`src/rtl/asid_tlb_pkg.sv`:
```
// Shared types for the ASID-tagged Sv32 TLB: CSR views, access kinds and entry layout.
package asid_tlb_pkg;

    localparam int unsigned VpnWidth  = 20;
    localparam int unsigned PpnWidth  = 22;
    localparam int unsigned AsidWidth = 9;
    localparam int unsigned MegaBits  = 10;

    typedef enum logic [1:0] {
        AccessInstruction = 2'd0,
        AccessLoad        = 2'd1,
        AccessStore       = 2'd2
    } MemoryAccessType;

    typedef enum logic [1:0] {
        PrivUser       = 2'd0,
        PrivSupervisor = 2'd1,
        PrivMachine    = 2'd3
    } Privilege;

    typedef enum logic {
        SatpBare = 1'b0,
        SatpSv32 = 1'b1
    } SatpMode;

    typedef struct packed {
        SatpMode                mode;
        logic [AsidWidth-1:0]   asid;
    } csr_satp_t;

    typedef struct packed {
        logic r;
        logic w;
        logic x;
        logic u;
        logic g;
        logic a;
        logic d;
    } AsidTlbFlags;

    typedef struct packed {
        logic [PpnWidth-1:0] ppn;
        AsidTlbFlags         flags;
        logic                megapage;
        logic                fault;
    } AsidTlbEntry;

    typedef struct packed {
        logic                 valid;
        logic [VpnWidth-1:0]  vpn;
        logic [AsidWidth-1:0] asid;
        AsidTlbEntry          entry;
    } AsidTlbSlot;

    // Megapages only tag on VPN[1]; 4 KiB pages tag on the whole VPN.
    function automatic logic vpn_match(input logic [VpnWidth-1:0] a,
                                       input logic [VpnWidth-1:0] b,
                                       input logic                mega);
        if (mega) return a[VpnWidth-1:MegaBits] == b[VpnWidth-1:MegaBits];
        return a == b;
    endfunction

endpackage

```
`src/rtl/asid_tlb_match.sv`:
```
// Tag compare for one TLB slot: lookup hit and SFENCE.VMA selection.
module asid_tlb_match
    import asid_tlb_pkg::*;
(
    input  AsidTlbSlot             entry,
    input  logic [AsidWidth-1:0]   asid,
    input  logic [VpnWidth-1:0]    vpn,
    input  logic                   sfence_use_vpn,
    input  logic                   sfence_use_asid,
    input  logic [VpnWidth-1:0]    sfence_vpn,
    input  logic [AsidWidth-1:0]   sfence_asid,
    output logic                   hit,
    output logic                   sfence_hit
);

    logic vpn_ok;
    logic sf_vpn_ok;
    logic sf_asid_ok;
    logic unused_fields;

    assign vpn_ok = vpn_match(entry.vpn, vpn, entry.entry.megapage);
    assign hit    = entry.valid && (entry.entry.flags.g || entry.asid == asid) && vpn_ok;

    // Global entries survive any ASID-qualified fence.
    assign sf_vpn_ok  = !sfence_use_vpn || vpn_match(entry.vpn, sfence_vpn, entry.entry.megapage);
    assign sf_asid_ok = !sfence_use_asid || (entry.asid == sfence_asid && !entry.entry.flags.g);
    assign sfence_hit = entry.valid && sf_vpn_ok && sf_asid_ok;

    assign unused_fields = ^{entry.entry.ppn, entry.entry.flags.r, entry.entry.flags.w,
                             entry.entry.flags.x, entry.entry.flags.u, entry.entry.flags.a,
                             entry.entry.flags.d, entry.entry.fault};

endmodule

```
`src/rtl/asid_tlb.sv`:
```
// Fully-associative Sv32 TLB with ASID tags, megapages, selective SFENCE.VMA and
// a registered one-cycle lookup response.
module asid_tlb
    import asid_tlb_pkg::*;
#(
    parameter int unsigned ENTRY_COUNT = 16,
    parameter int unsigned VPN_WIDTH   = VpnWidth,
    parameter int unsigned PPN_WIDTH   = PpnWidth,
    parameter int unsigned ASID_WIDTH  = AsidWidth
) (
    input  logic                  clk,
    input  logic                  rst,
    input  logic                  req_valid,
    input  logic [VPN_WIDTH-1:0]  req_vpn,
    input  MemoryAccessType       req_access,
    output logic                  resp_valid,
    output logic                  resp_hit,
    output logic                  resp_fault,
    output logic                  resp_miss,
    output logic [PPN_WIDTH-1:0]  resp_ppn,
    input  logic                  fill_valid,
    input  logic [VPN_WIDTH-1:0]  fill_vpn,
    input  AsidTlbEntry           fill_entry,
    input  logic                  sfence_valid,
    input  logic                  sfence_use_vpn,
    input  logic                  sfence_use_asid,
    input  logic [VPN_WIDTH-1:0]  sfence_vpn,
    input  logic [ASID_WIDTH-1:0] sfence_asid,
    input  csr_satp_t             csr_satp,
    input  Privilege              csr_priv,
    input  logic                  csr_sum,
    input  logic                  csr_mxr
);

    localparam int unsigned IdxWidth = $clog2(ENTRY_COUNT);

    AsidTlbSlot             slots_q [ENTRY_COUNT];
    AsidTlbSlot             slots_d [ENTRY_COUNT];
    logic [IdxWidth-1:0]    rr_q, rr_d;
    logic [ENTRY_COUNT-1:0] lookup_hit, sfence_hit, fill_match;

    generate
        for (genvar i = 0; i < ENTRY_COUNT; i++) begin : g_entry
            asid_tlb_match u_match (
                .entry           (slots_q[i]),
                .asid            (csr_satp.asid),
                .vpn             (req_vpn),
                .sfence_use_vpn  (sfence_use_vpn),
                .sfence_use_asid (sfence_use_asid),
                .sfence_vpn      (sfence_vpn),
                .sfence_asid     (sfence_asid),
                .hit             (lookup_hit[i]),
                .sfence_hit      (sfence_hit[i])
            );
            assign fill_match[i] = slots_q[i].valid && slots_q[i].asid == csr_satp.asid
                && slots_q[i].entry.megapage == fill_entry.megapage
                && vpn_match(slots_q[i].vpn, fill_vpn, fill_entry.megapage);
        end
    endgenerate

    logic                 hit_any;
    logic [IdxWidth-1:0]  hit_idx;
    AsidTlbEntry          hit_entry;
    logic                 bypass, perm_fault, dirty_inval;
    logic                 hit_d, fault_d, miss_d;
    logic [PPN_WIDTH-1:0] ppn_d;
    logic                 unused_flags;

    assign unused_flags = ^{hit_entry.flags.a, hit_entry.flags.g};

    always_comb begin
        hit_any = 1'b0;
        hit_idx = '0;
        for (int i = int'(ENTRY_COUNT) - 1; i >= 0; i--) begin
            if (lookup_hit[i]) begin
                hit_any = 1'b1;
                hit_idx = IdxWidth'(i);
            end
        end
        hit_entry  = slots_q[hit_idx].entry;
        bypass     = csr_satp.mode == SatpBare || csr_priv == PrivMachine;
        perm_fault = hit_entry.fault
            || (csr_priv == PrivSupervisor && !csr_sum && hit_entry.flags.u)
            || (csr_priv == PrivUser && !hit_entry.flags.u)
            || (req_access == AccessInstruction && !hit_entry.flags.x)
            || (req_access == AccessLoad && !hit_entry.flags.r
                && !(csr_mxr && hit_entry.flags.x))
            || (req_access == AccessStore && !hit_entry.flags.w)
            || (hit_entry.megapage && hit_entry.ppn[MegaBits-1:0] != '0);
        // A clean page must be refetched so the walker can set D.
        dirty_inval = req_valid && !bypass && hit_any && !perm_fault
            && req_access == AccessStore && !hit_entry.flags.d;

        hit_d   = 1'b0;
        fault_d = 1'b0;
        miss_d  = 1'b0;
        ppn_d   = '0;
        if (req_valid) begin
            if (bypass) begin
                hit_d = 1'b1;
                ppn_d = PPN_WIDTH'(req_vpn);
            end else if (!hit_any || dirty_inval) begin
                miss_d = 1'b1;
            end else if (perm_fault) begin
                fault_d = 1'b1;
            end else begin
                hit_d = 1'b1;
                ppn_d = hit_entry.megapage
                    ? {hit_entry.ppn[PpnWidth-1:MegaBits], req_vpn[MegaBits-1:0]}
                    : hit_entry.ppn;
            end
        end
    end

    logic                fill_hit_any, inv_any;
    logic [IdxWidth-1:0] fill_hit_idx, inv_idx, fill_idx;
    logic                fill_use_rr;

    always_comb begin
        fill_hit_any = 1'b0;
        fill_hit_idx = '0;
        inv_any      = 1'b0;
        inv_idx      = '0;
        for (int i = int'(ENTRY_COUNT) - 1; i >= 0; i--) begin
            if (fill_match[i]) begin
                fill_hit_any = 1'b1;
                fill_hit_idx = IdxWidth'(i);
            end
            if (!slots_q[i].valid) begin
                inv_any = 1'b1;
                inv_idx = IdxWidth'(i);
            end
        end
        fill_use_rr = !fill_hit_any && !inv_any;
        fill_idx    = fill_hit_any ? fill_hit_idx : (inv_any ? inv_idx : rr_q);
    end

    always_comb begin
        slots_d = slots_q;
        rr_d    = rr_q;
        if (dirty_inval) slots_d[hit_idx].valid = 1'b0;
        if (fill_valid && !sfence_valid) begin
            slots_d[fill_idx] = '{valid: 1'b1, vpn: fill_vpn, asid: csr_satp.asid,
                                  entry: fill_entry};
            if (fill_use_rr) rr_d = rr_q + 1'b1;
        end
        if (sfence_valid) begin
            for (int i = 0; i < int'(ENTRY_COUNT); i++) begin
                if (sfence_hit[i]) slots_d[i].valid = 1'b0;
            end
        end
    end

    always_ff @(posedge clk) begin
        if (rst) begin
            for (int i = 0; i < int'(ENTRY_COUNT); i++) slots_q[i] <= '0;
            rr_q       <= '0;
            resp_valid <= 1'b0;
            resp_hit   <= 1'b0;
            resp_fault <= 1'b0;
            resp_miss  <= 1'b0;
            resp_ppn   <= '0;
        end else begin
            slots_q    <= slots_d;
            rr_q       <= rr_d;
            resp_valid <= req_valid;
            resp_hit   <= hit_d;
            resp_fault <= fault_d;
            resp_miss  <= miss_d;
            resp_ppn   <= ppn_d;
        end
    end

endmodule

```
`config.mk`:
```
export PLATFORM = sky130hd
export DESIGN_NAME = asid_tlb
export DESIGN_NICKNAME = d
export VERILOG_FILES = /design/src/rtl/asid_tlb_pkg.sv /design/src/rtl/asid_tlb_match.sv /design/src/rtl/asid_tlb.sv
export SDC_FILE = /design/constraint.sdc
export NUM_CORES = 2
export LEC_CHECK = 0
export ABC_CLOCK_PERIOD_IN_PS = 11200
export CORE_ASPECT_RATIO = 1.75
export CORE_UTILIZATION = 60
export CTS_CLUSTER_DIAMETER = 200
export CTS_CLUSTER_SIZE = 14
export DETAILED_ROUTE_END_ITERATION = 10
export PLACE_DENSITY_LB_ADDON = 0.1
export SKIP_LAST_GASP = 1
export SLEW_MARGIN = 20
export SYNTH_ARGS = -nofsm -noshare
export SYNTH_HDL_FRONTEND = slang
export SYNTH_HIERARCHICAL = 1
export SYNTH_SLANG_ARGS = --single-unit
```
`constraint.sdc`:
```
create_clock -name clk -period 11.2 [get_ports clk]
set_clock_uncertainty 0.1 [all_clocks]
set_input_delay 2.24 -clock clk [delete_from_list [all_inputs] [get_ports clk]]
set_output_delay 2.24 -clock clk [all_outputs]
set_load 0.01 [all_outputs]
```
==> impl_metrics.json <==
{
  "max_cap_violations": 0,
  "p_sw_uw": 1940,
  "slew_violations": 0,
  "die_w_um": 235,
  "cts_tree": "done",
  "rows": 149,
  "worstSetupPathType": "input port to flip-flop",
  "die-area_um2": 96300,
  "postCtsSetupRepairBufs": 0,
  "p_leak_uw": 0.0239,
  "p_seq_frac": 0.504,
  "initial_core_util": 0.605,
  "power.internal_uw": 5120,
  "drc": 0,
  "hold_class": "flip-flop to flip-flop",
  "synth_nets": 6483,
  "finalSetupViolCount": 0,
  "antenna_found_initial": 7,
  "via_per_inst": 6.61,
  "critPathArrivalTime_ps": 9850,
  "period_share": 0.836,
  "syn_area_um2": 57000,
  "core-area_um2": 94100,
  "status": "completed",
  "portBuffers": 147,
  "grt_pass1_vias": 48051,
  "cts-buffers-inserted": 80,
  "drt-initial-drc-count": 4810,
  "mostFrequentLayoutCells": "dfxtp_1, nor2_1, mux2i_1",
  "wl_per_cell_um": 28.6,
  "htreeDepth": 3,
  "overflow": 0,
  "drive_above_1_share": 0.0594,
  "vias": 49743,
  "worstHoldPathCells": 2,
  "totalWireLength_um": 215000,
  "dpl_cell_area_um2": 59100,
  "cts_num_sinks": 990,
  "nets": 6433,
  "r2r_slack_ps": 4450,
  "min_from": "slots_q[439]",
  "gp_congestion": 1.04,
  "stdcell_area_um2": 61300,
  "synth_area_per_cell_um2": 8.96,
  "cts_hold_buf": 0,
  "worst_pin_slew_ps": 1280,
  "grt_pass1_wl_um": 312000,
  "first_pass_iters": 8,
  "min_to": "slots_q[439]",
  "ios": 149,
  "cp_max_fo": 29,
  "relSlewSlack": 0.137,
  "worst_setup_path_end_kind": "flip-flop",
  "cts-root-buf": "clkbuf_16",
  "grt_use_total": 0.435,
  "clk_latency_ps": 720,
  "rsz0062_at_grt": "no",
  "switching_share": 0.275,
  "hpwl_um": 139000,
  "fin_cells": 7530,
  "syn_inst": 6359,
  "clockBufferDepth": 3,
  "dp.cells": 7435,
  "final-hold-violation-count": 0,
  "rr_endpoint": "resp_ppn[15]",
  "grt_max_degree": 208,
  "pwr-share-clk": 0.380,
  "comb_power_share": 0.116,
  "period_minus_slack_ps": 9360,
  "area_delta_synth_final_pct": 7.58,
  "fin_util": 0.651,
  "max_freq_mhz": 107,
  "clkSlewWorstSetupHoldPaths_ps": 60,
  "p_per_area_nw_per_um2": 115,
  "cp-start-kind": "input port",
  "yosysWarnings": 6,
  "cts_resized": 0,
  "final_common_cell": "dfxtp_1",
  "vdd_drop_max_mv": 0.126,
  "r2r-start": "slots_q[961]",
  "antenna_left": 0,
  "required_ps": 11690,
  "fill_cells": 8032,
  "fin_setup_tns_ps": 0,
  "die_y_um": 410,
  "ff2ff_path_depth": 16
}
worst max-delay path: stages:
cell	delay [ps]
clkdlybuf4s50_1	1250
buf_4	330
xor2_1	80
nor4_1	460
a41oi_1	290
nor4_2	710
nor2_1	390
o21ai_1	420
a21boi_4	1010
nand2_1	450
a211oi_1	350
a21oi_1	70
and4_1	200
or3b_1	440
o31ai_4	390
nand4b_1	140
buf_4	240
o41ai_1	350
worst max-delay path by stage:
stage / startpoint / end / slack, ps / depth (start not counted)
2_1_floorplan: csr_satp[7] / slots_q[121] / 4530 / 18
4_1_cts: req_vpn[2] / resp_ppn[15] / 2130 / 18
3_5_place_dp: req_vpn[2] / resp_ppn[15] / 1430 / 18
3_3_place_gp: req_vpn[2] / resp_ppn[15] / 1400 / 18
6_report: req_vpn[6] / resp_ppn[15] / 1840 / 18
5_1_grt: req_vpn[4] / resp_ppn[15] / 1860 / 18
layout make-up:
type | count | area (um^2) | share of cell area
multi-input combinational | 4884 | 34900 | 0.570
sequential | 990 | 19800 | 0.323
timing repair buffer | 335 | 2780 | 0.0454
clock buffer | 81 | 2030 | 0.0331
tap | 1208 | 1510 | 0.0246
clock inverter | 7 | 163 | 0.00265
inverter | 18 | 67.6 | 0.00110
antenna | 7 | 17.5 | 0.000286
flip-flops by register name, summed over array words and instances, names as in the netlist:
name and cells:
resp_miss 1, resp_hit 1, resp_ppn 22, resp_valid 1
resp_fault 1, slots_q 960, rr_q 4
layer usage:
| layer | part of all wire | up-vias | global-route usage |
|---|---|---|---|
| met2 | 0.46 | 2811 | 0.708 |
| li1 | - | 21841 | - |
| met3 | 0.093 | 1051 | 0.0927 |
| met5 | 0.00025 | - | 0 |
| met4 | 0.10 | 8 | 0.386 |
| met1 | 0.35 | 24032 | 0.480 |
power groups by stage:
stage	Sequential (uW)	Clock, uW	Combinational [uW]
floorplan	3630	0	439
global placement	3640	0	773
detailed placement	3640	0	783
CTS	3560	2710	787
global route	3560	2830	841
finish	3560	2680	818
metrics by stage:
stage / power, uW / hold slack, ps / setup slack [ps]
finish: 7060 / 348 / 1840
CTS: 7050 / 349 / 2130
global route: 7230 / 367 / 1860
detailed placement: 4420 / 340 / 1430
global placement: 4410 / 335 / 1400
floorplan: 4070 / 327 / 4530
No activity file was read; power rests on OpenSTA's default activity.
